## config.mk

```make
export PLATFORM = sky130hd
export DESIGN_NAME = queue_fifo
export DESIGN_NICKNAME = d
export VERILOG_FILES = /design/src/rtl/queue_pkg.sv /design/src/rtl/queue_fifo_rise_detect.sv /design/src/rtl/queue_fifo.sv
export SDC_FILE = /design/constraint.sdc
export NUM_CORES = 1
export LEC_CHECK = 0
export CAP_MARGIN = 10
export CORE_ASPECT_RATIO = 2
export CORE_UTILIZATION = 25
export DETAILED_ROUTE_END_ITERATION = 6
export GPL_TIMING_DRIVEN = 0
export PLACE_DENSITY = 0.46
export SLEW_MARGIN = 20
export SYNTH_ARGS = -nofsm -noshare
export SYNTH_HDL_FRONTEND = slang
export SYNTH_SLANG_ARGS = --single-unit
```

## constraint.sdc

```tcl
create_clock -name clock_10KHZ -period 3.3 [get_ports clock_10KHZ]
set_clock_uncertainty 0.15 [all_clocks]
set_input_delay 0.33 -clock clock_10KHZ [delete_from_list [all_inputs] [get_ports clock_10KHZ]]
set_output_delay 0.33 -clock clock_10KHZ [all_outputs]
set_load 0.02 [all_outputs]
```

## src/rtl/queue_pkg.sv

```systemverilog
// Shared constants, pointer type and wrap helper for the circular-buffer queue.
// Consumers: queue_fifo (optional error flags via QUEUE_ERR_FLAGS_EN).
package queue_pkg;

   localparam int unsigned DEF_DATA_W = 8;
   localparam int unsigned DEF_DEPTH  = 8;

   // Wide enough for the largest legal depth (256 entries -> indices 0..255)
   typedef logic [7:0] ptr_t;

   typedef enum logic [1:0] {
      OP_NONE = 2'b00,
      OP_DEQ  = 2'b01,
      OP_ENQ  = 2'b10,
      OP_BOTH = 2'b11
   } op_e;

   function automatic ptr_t next_ptr(input ptr_t ptr, input int unsigned depth);
      return (ptr == ptr_t'(depth - 1)) ? '0 : ptr + ptr_t'(1);
   endfunction

endpackage

```

## src/rtl/queue_fifo_rise_detect.sv

```systemverilog
// Registered rising-edge detector: one-cycle pulse on each 0->1 transition of level.
module rise_detect (
   input  logic clock_10KHZ,
   input  logic reset,
   input  logic level,
   output logic rise
);

   logic prev;

   always_ff @(posedge clock_10KHZ or negedge reset) begin
      if (!reset) prev <= 1'b0;
      else        prev <= level;
   end

   assign rise = level & ~prev;

endmodule

```

## src/rtl/queue_fifo.sv

```systemverilog
// Circular-buffer FIFO with edge-triggered enqueue/dequeue, flush and status.
// Define QUEUE_ERR_FLAGS_EN to add sticky overflow_out/underflow_out flags.
module queue_fifo
   import queue_pkg::*;
#(
   parameter int unsigned DATA_W = DEF_DATA_W,
   parameter int unsigned DEPTH  = DEF_DEPTH,
   parameter int unsigned LEN_W  = $clog2(DEPTH + 1)
) (
   input  logic              clock_10KHZ,
   input  logic              reset,
   input  logic [DATA_W-1:0] data_in,
   input  logic              enqueue_in,
   input  logic              dequeue_in,
   input  logic              flush_in,
   output logic [DATA_W-1:0] data_out,
   output logic              data_valid_out,
   output logic [LEN_W-1:0]  len_out,
   output logic              full_out,
   output logic              empty_out
`ifdef QUEUE_ERR_FLAGS_EN
   ,
   output logic              overflow_out,
   output logic              underflow_out
`endif
);

   localparam int unsigned PTR_W = $clog2(DEPTH);

   logic [DATA_W-1:0] mem [DEPTH];
   logic [PTR_W-1:0]  rd_ptr, wr_ptr;
   logic [LEN_W-1:0]  len;
   logic              enq_evt, deq_evt;
   logic              do_enq, do_deq, ovf_evt, udf_evt;
   op_e               op;

   rise_detect u_enq_edge (
      .clock_10KHZ (clock_10KHZ),
      .reset       (reset),
      .level       (enqueue_in),
      .rise        (enq_evt)
   );

   rise_detect u_deq_edge (
      .clock_10KHZ (clock_10KHZ),
      .reset       (reset),
      .level       (dequeue_in),
      .rise        (deq_evt)
   );

   assign full_out  = (len == LEN_W'(DEPTH));
   assign empty_out = (len == '0);
   assign len_out   = len;

   always_comb begin
      do_enq  = 1'b0;
      do_deq  = 1'b0;
      ovf_evt = 1'b0;
      udf_evt = 1'b0;
      op      = op_e'({enq_evt, deq_evt});
      if (!flush_in) begin
         unique case (op)
            OP_ENQ: begin
               do_enq  = ~full_out;
               ovf_evt = full_out;
            end
            OP_DEQ: begin
               do_deq  = ~empty_out;
               udf_evt = empty_out;
            end
            // Simultaneous requests on an empty queue: enqueue wins, dequeue underflows
            OP_BOTH: begin
               do_enq  = 1'b1;
               do_deq  = ~empty_out;
               udf_evt = empty_out;
            end
            default: ;
         endcase
      end
   end

   always_ff @(posedge clock_10KHZ) begin
      if (do_enq) mem[wr_ptr] <= data_in;
   end

   always_ff @(posedge clock_10KHZ or negedge reset) begin
      if (!reset) begin
         rd_ptr         <= '0;
         wr_ptr         <= '0;
         len            <= '0;
         data_out       <= '0;
         data_valid_out <= 1'b0;
      end else if (flush_in) begin
         rd_ptr         <= '0;
         wr_ptr         <= '0;
         len            <= '0;
         data_valid_out <= 1'b0;
      end else begin
         data_valid_out <= do_deq;
         if (do_enq) wr_ptr <= PTR_W'(next_ptr(ptr_t'(wr_ptr), DEPTH));
         if (do_deq) begin
            data_out <= mem[rd_ptr];
            rd_ptr   <= PTR_W'(next_ptr(ptr_t'(rd_ptr), DEPTH));
         end
         if (do_enq && !do_deq)      len <= len + LEN_W'(1);
         else if (do_deq && !do_enq) len <= len - LEN_W'(1);
      end
   end

`ifdef QUEUE_ERR_FLAGS_EN
   always_ff @(posedge clock_10KHZ or negedge reset) begin
      if (!reset) begin
         overflow_out  <= 1'b0;
         underflow_out <= 1'b0;
      end else if (flush_in) begin
         overflow_out  <= 1'b0;
         underflow_out <= 1'b0;
      end else begin
         if (ovf_evt) overflow_out  <= 1'b1;
         if (udf_evt) underflow_out <= 1'b1;
      end
   end
`else
   logic unused_err;
   assign unused_err = ovf_evt ^ udf_evt;
`endif

endmodule
```

==> results of run 1 <==
[layout make-up]
class,count,area (um^2),share of cell area
Buffer,13,83.8,0.0186
Clock buffer,10,229,0.0507
Clock inverter,6,47.5,0.0105
Inverter,3,11.3,0.00249
Multi-Input combinational cell,128,1140,0.253
Sequential cell,85,2450,0.542
Tap cell,192,240,0.0532
Timing Repair Buffer,34,317,0.0701
[logic make-up after synthesis]
| logic type | Yosys count |
|---|---|
| xor gates and xnor gates | 3 |
| and+or+nand+nor | 61 |
| buffers and inverters | 16 |
| muxes | 26 |
| AOI/OAI and AO/OA | 31 |
| DFF | 85 |
| adders and majority gates | 7 |
[path summary, 6_finish.rpt]
path                                         startpoint                      end  slack [ns]  cells after the start
worst max-delay path             len_out[1]$_DFFE_PN0P_   len_out[3]$_DFFE_PN0P_        0.20                     10
worst min-delay path                           flush_in   len_out[1]$_DFFE_PN0P_        0.30                      3
worst max register to register   len_out[1]$_DFFE_PN0P_   len_out[3]$_DFFE_PN0P_        0.20                     10
worst min register to register  data_out[7]$_DFFE_PN0P_  data_out[7]$_DFFE_PN0P_        0.38                      2
max in group asynchronous                         reset    wr_ptr[2]$_DFFE_PN0P_        2.25                      2
min in group asynchronous                         reset  data_out[0]$_DFFE_PN0P_        0.38                      2
[power breakdown]
part	internal (mW)	switching [mW]
logic	0.365	0.415
registers	1.23	0.0635
clock network	0.515	0.416
total	2.11	0.894
[worst min-delay path, stage by stage]
cell and delay, ns:
buf_2 0.21, a211o_1 0.13, a31oi_1 0.07
[layout by cell type, fill, tap and decap left out, types with 6 or more instances in the layout]
cell             Yosys  layout
dfrtp_1             21      21
buf_2                7      10
a21oi_1             13      13
clkdlybuf4s50_1      0      25
ha_1                 6       6
nor2_1              25      25
mux2i_1             10      10
clkbuf_16            0       9
edfxtp_1            64      64
nand2_1              6       6
mux4_2              16      16
[cell usage after synthesis (2+ instances only)]
master | instances | area, um^2
edfxtp_1 | 64 | 1920
nor2_1 | 25 | 93.8
dfrtp_1 | 21 | 526
mux4_2 | 16 | 360
a21oi_1 | 13 | 65.1
mux2i_1 | 10 | 100
buf_2 | 7 | 35.0
nor3_1 | 7 | 35.0
ha_1 | 6 | 75.1
nand2_1 | 6 | 22.5
nand2b_1 | 4 | 25.0
buf_6 | 3 | 33.8
o21ai_0 | 3 | 15.0
o22ai_1 | 3 | 18.8
xnor2_1 | 3 | 26.3
a211oi_1 | 2 | 15.0
a31oi_1 | 2 | 12.5
inv_1 | 2 | 7.51
nand3b_1 | 2 | 15.0
nor2_4 | 2 | 22.5
nor3b_1 | 2 | 15.0
or3_4 | 2 | 22.5
[state kept, by name, indices dropped and copies added (netlist names)]
| register | cells |
|---|---|
| u_deq_edge.prev | 1 |
| data_out | 8 |
| mem | 64 |
| len_out | 4 |
| rd_ptr | 3 |
| u_enq_edge.prev | 1 |
| data_valid_out | 1 |
| wr_ptr | 3 |
[routing by layer]
metal | share of wire | up-vias
met4 | 0.024 | 0
met5 | 0 | -
met2 | 0.56 | 41
li1 | - | 967
met3 | 0.032 | 10
met1 | 0.38 | 1030
[timing repair]
| item | CTS | global route |
|---|---|---|
| endpoints found under the setup margin | 0 | 0 |
| hold endpoints to repair | 21 | 0 |
| hold buffers | 1 | 0 |
| resized for setup | 0 | 0 |
[through the flow]
stage	power (mW)	hold WS, ns
final	3.01	0.297
after global routing	3.16	0.326
after CTS	3.05	0.292
after detailed placement	2.11	0.205
after global placement	2.09	0.360
after floorplan	1.80	-0.116
==> results.py, run 1 <==
metrics = {
    "final_layout": {
        "final_area_um2": 4520,
        "final_cells": 471,
        "final_util": 0.315,
        "nFillCells": 1427,
        "antennaDiodeCount": 0,
        "syn2layout_area_growth_pct": 23.5,
        "fin_nets": 294,
        "final_layout_size_suffix_gt1_frac": 0.244,
    },
    "pwr": {
        "ir_drop_uv": 238,
        "leakagePower_nw": 1.52,
        "powerDensity_nw_per_um2": 666,
    },
    "synth": {
        "syn_avg_cell_area_um2": 16.0,
        "synthArstFlopShare": 0.247,
        "synth_xor_area_frac": 0.00719,
        "synth-seq-cells": 85,
        "synth_compound_gate_area_share": 0.0551,
        "yosysWarnings": 0,
        "synth_top_family_by_area": "multiplexers",
        "yosysSeqAreaShare": 0.669,
        "synth.area.mux_share": 0.126,
        "synthAdderAreaFrac": 0.0260,
        "synthCells": 229,
        "syn-num-nets": 249,
        "synth-edff-count": 64,
        "synth-simple-area-share": 0.0903,
        "synth_flop_cell": "edfxtp_1",
        "syn_area_um2": 3660,
        "synthDistinctLibCells": 46,
    },
    "routing": {
        "drtIter0Drc": 106,
        "drtAntennaViolNets": 0,
        "num_vias": 2048,
        "finalWirelength_um": 7810,
        "drc_errors": 0,
        "routedWlPerCell_um": 16.6,
        "dr.pass1.iters": 4,
        "viasPerCell": 4.35,
    },
    "setup_path": {
        "worstPathArrival_ns": 3.20,
        "cp_slowest_cell": "dfrtp_1",
        "critPathBufInv": 0,
        "crit_fanout": 8,
        "crit_top_cell": "or3_4",
        "path_cells": "or3_4 > nor2_4 > nor2_1 > or3_4 > ha_1 > a21o_2 > a21oi_1 > and3_2 > o21bai_1 > a31oi_1",
        "critPathKind": "flip-flop to flip-flop",
        "critPathLaunchType": "flip-flop",
        "crit_family": "simple AND/OR/NAND/NOR gates",
        "crit_required_ns": 3.40,
        "crit_path_end_kind": "flip-flop",
        "slowest_delay_ns": 0.48,
    },
    "floorplan": {
        "ios": 28,
        "die_w_um": 87.5,
        "num_rows": 62,
        "die_h_um": 173,
        "die-area_um2": 15100,
        "initial_utilization": 0.255,
        "core_um2": 14400,
    },
    "clock_network": {
        "post-cts-setup-buffer-count": 0,
        "cts.path.max_buffers": 2,
        "clk_latency_ns": 0.34,
        "cts_inserted_buffers": 9,
        "clockRootBuffer": "clkbuf_16",
        "cts.reportedPaths.clkPinSlew_ns": 0.07,
        "clock_sinks": 85,
        "htree_levels": 3,
        "cts_tree": "done",
    },
    "placed_design": {
        "gp_congestion": 0.766,
        "dp_hpwl_um": 5640,
        "pre_cts_ws_ns": -0.112,
        "dpl_cell_area_um2": 4230,
        "dp.cells": 454,
        "io_buffer_count": 26,
    },
    "timing": {
        "fin_ws_ns": 0.198,
        "drv_slew": 0,
        "rsz0062_at_grt": "false",
        "min_period_ns": 3.10,
        "period_share": 0.940,
        "setup-tns-final_ns": 0,
        "setup_violations": 0,
        "fmax_mhz": 322,
        "worst_pin_slew_ns": 0.978,
        "hold_viol": 0,
        "timing.slew.headroom": 0.346,
    },
    "global_routing": {
        "grt_pass1_wl_um": 12300,
        "met2_usage": 0.199,
        "grt.busiest_layer": "met2",
        "grt-ovfl-total": 0,
        "grt_max_degree": 22,
        "grt.total_usage": 0.113,
        "grt_util_met3": 0.0263,
        "grt_pass1_vias": 2119,
        "use_met1": 0.127,
        "antenna_found_initial": 0,
    },
    "min_path": {
        "hold_path_class": "primary input to flip-flop",
    },
    "run": {
        "cap_violations": 0,
    },
    "status": {
        "outcome": "complete, no violations",
    },
}
(Power assumes the default switching activity.)
==> inputs of run 2 (changes only) <==
--- a/config.mk
+++ b/config.mk
@@ -11,6 +11,7 @@
 export DETAILED_ROUTE_END_ITERATION = 6
 export GPL_TIMING_DRIVEN = 0
 export PLACE_DENSITY = 0.46
+export SKIP_CTS_REPAIR_TIMING = 1
 export SLEW_MARGIN = 20
 export SYNTH_ARGS = -nofsm -noshare
 export SYNTH_HDL_FRONTEND = slang
==> results.py, run 2 (synthesis gave the netlist of run 1 again) <==
metrics = {
    "setup_path": {
        "worstPathArrival_ns": 3.20,
        "r2r-start": "len_out[1]$_DFFE_PN0P_",
        "slowest_delay_ns": 0.48,
        "path_cells": "or3_4 > nor2_4 > nor2_1 > or3_4 > ha_1 > a21o_2 > a21oi_1 > and3_2 > o21bai_1 > a31oi_1",
        "crit_family": "simple AND/OR/NAND/NOR gates",
        "r2r_setup_slack_ns": 0.20,
        "critPathBufInv": 0,
        "crit_path_end_kind": "flip-flop",
        "crit_required_ns": 3.40,
        "rr_worst_depth": 10,
        "crit_top_cell": "or3_4",
        "r2r-end": "len_out[3]$_DFFE_PN0P_",
        "crit_fanout": 8,
        "cp_slowest_cell": "dfrtp_1",
        "critPathKind": "flip-flop to flip-flop",
        "critPathLaunchType": "flip-flop",
    },
    "min_path": {
        "hold_depth": 3,
        "min_from": "flush_in",
        "holdPathEnd": "len_out[1]$_DFFE_PN0P_",
        "hold_path_class": "primary input to flip-flop",
    },
    "floorplan": {
        "initial_utilization": 0.255,
        "die-area_um2": 15100,
        "core_um2": 14400,
        "die_h_um": 173,
        "num_rows": 62,
        "ios": 28,
        "die_w_um": 87.5,
    },
    "placed_design": {
        "dp_hpwl_um": 5640,
        "pre_cts_ws_ns": -0.112,
        "gp_congestion": 0.766,
        "io_buffer_count": 26,
        "dp.cells": 454,
    },
    "timing": {
        "drv_slew": 0,
        "hold_viol": 0,
        "fmax_mhz": 322,
        "rsz0062_at_grt": "false",
        "worst_pin_slew_ns": 0.978,
        "min_period_ns": 3.10,
        "timing.slew.headroom": 0.346,
        "fin_ws_ns": 0.198,
        "setup_violations": 0,
        "period_share": 0.940,
    },
    "final_layout": {
        "final_cells": 471,
        "fin_nets": 294,
        "final_layout_size_suffix_gt1_frac": 0.244,
        "final_util": 0.315,
        "largest_register_ffs": 64,
        "top_register": "mem",
        "final_common_cell": "edfxtp_1",
        "syn2layout_area_growth_pct": 23.5,
        "final_cell_mix": "edfxtp_1 (64), nor2_1 (25), clkdlybuf4s50_1 (25), dfrtp_1 (21), mux4_2 (16)",
        "antennaDiodeCount": 0,
    },
    "clock_network": {
        "clock_sinks": 85,
        "clk_latency_ns": 0.34,
        "cts.reportedPaths.clkPinSlew_ns": 0.07,
        "cts.path.max_buffers": 2,
        "clockRootBuffer": "clkbuf_16",
        "cts_tree": "done",
        "cts_inserted_buffers": 9,
        "htree_levels": 3,
    },
    "global_routing": {
        "grt-ovfl-total": 0,
        "antenna_found_initial": 0,
        "grt_pass1_wl_um": 12300,
        "grt.total_usage": 0.113,
        "grt_pass1_vias": 2107,
        "grt_max_degree": 22,
    },
    "routing": {
        "drtAntennaViolNets": 0,
        "met2_wirelength_um": 4410,
        "dr.pass1.iters": 4,
        "met1Wirelength_um": 2970,
        "routed.top_layer": "met4",
        "viasPerCell": 4.35,
        "finalWirelength_um": 7810,
        "num_vias": 2048,
        "wl_met3_um": 251,
        "drc_errors": 0,
        "routedWlPerCell_um": 16.6,
        "drtIter0Drc": 106,
    },
    "pwr": {
        "ir_drop_uv": 238,
        "powerDensity_nw_per_um2": 666,
        "leakagePower_nw": 1.52,
    },
    "status": {
        "outcome": "complete, no violations",
    },
    "run": {
        "cap_violations": 0,
    },
}
[run 2: cell counts in the layout (fill, tap and decap cells not counted)]
Identical to the previous run, type by type.
[run 2: where the power goes]
group / total [mW] / switching, mW / internal, mW
combinational: 0.780 / 0.415 / 0.365
sequential: 1.30 / 0.0635 / 1.23
clock: 0.931 / 0.416 / 0.515
[run 2: worst register-to-register path: stages, from the launching register on]
cell      delay (ns)
dfrtp_1         0.48
or3_4           0.47
nor2_4          0.14
nor2_1          0.07
or3_4           0.37
ha_1            0.28
a21o_2          0.20
a21oi_1         0.36
and3_2          0.25
o21bai_1        0.06
a31oi_1         0.19
[run 2: stage by stage]
stage / TNS [ns] / hold WS [ns] / total power, mW / instance area (um^2)
floorplan: 0 / -0.116 / 1.80 / 3660
global placement: -11.92 / 0.360 / 2.09 / 4160
detailed placement: -0.112 / 0.205 / 2.11 / 4230
CTS: 0 / -0.156 / 3.05 / 4510
global route: 0 / 0.326 / 3.16 / 4520
finish: 0 / 0.297 / 3.01 / 4520
[run 2: worst max-delay path by stage]
stage,start,to,cells past startpoint
after detailed placement,dequeue_in,len_out[3]$_DFFE_PN0P_,12
after global placement,dequeue_in,mem[0][7]$_DFFE_PP_,6
after CTS,len_out[1]$_DFFE_PN0P_,len_out[3]$_DFFE_PN0P_,10
after floorplan,len_out[0]$_DFFE_PN0P_,len_out[3]$_DFFE_PN0P_,10
after global routing,len_out[1]$_DFFE_PN0P_,len_out[3]$_DFFE_PN0P_,10
final,len_out[1]$_DFFE_PN0P_,len_out[3]$_DFFE_PN0P_,10
[run 2: routing by layer]
layer,vias to the layer above,track usage
met1,1030,0.127
met2,41,0.198
li1,967,-
met4,0,0.0519
met5,-,0
met3,10,0.0263
[run 2: area by class of cell]
class	count	area [um^2]
clock buffers	10	229
well taps	192	240
inverters	3	11.3
fillers	1426	9830
repair buffers	34	317
clock inverters	6	47.5
flip-flops and latches	85	2450
multi-input cells	128	1140
plain buffers	13	83.8
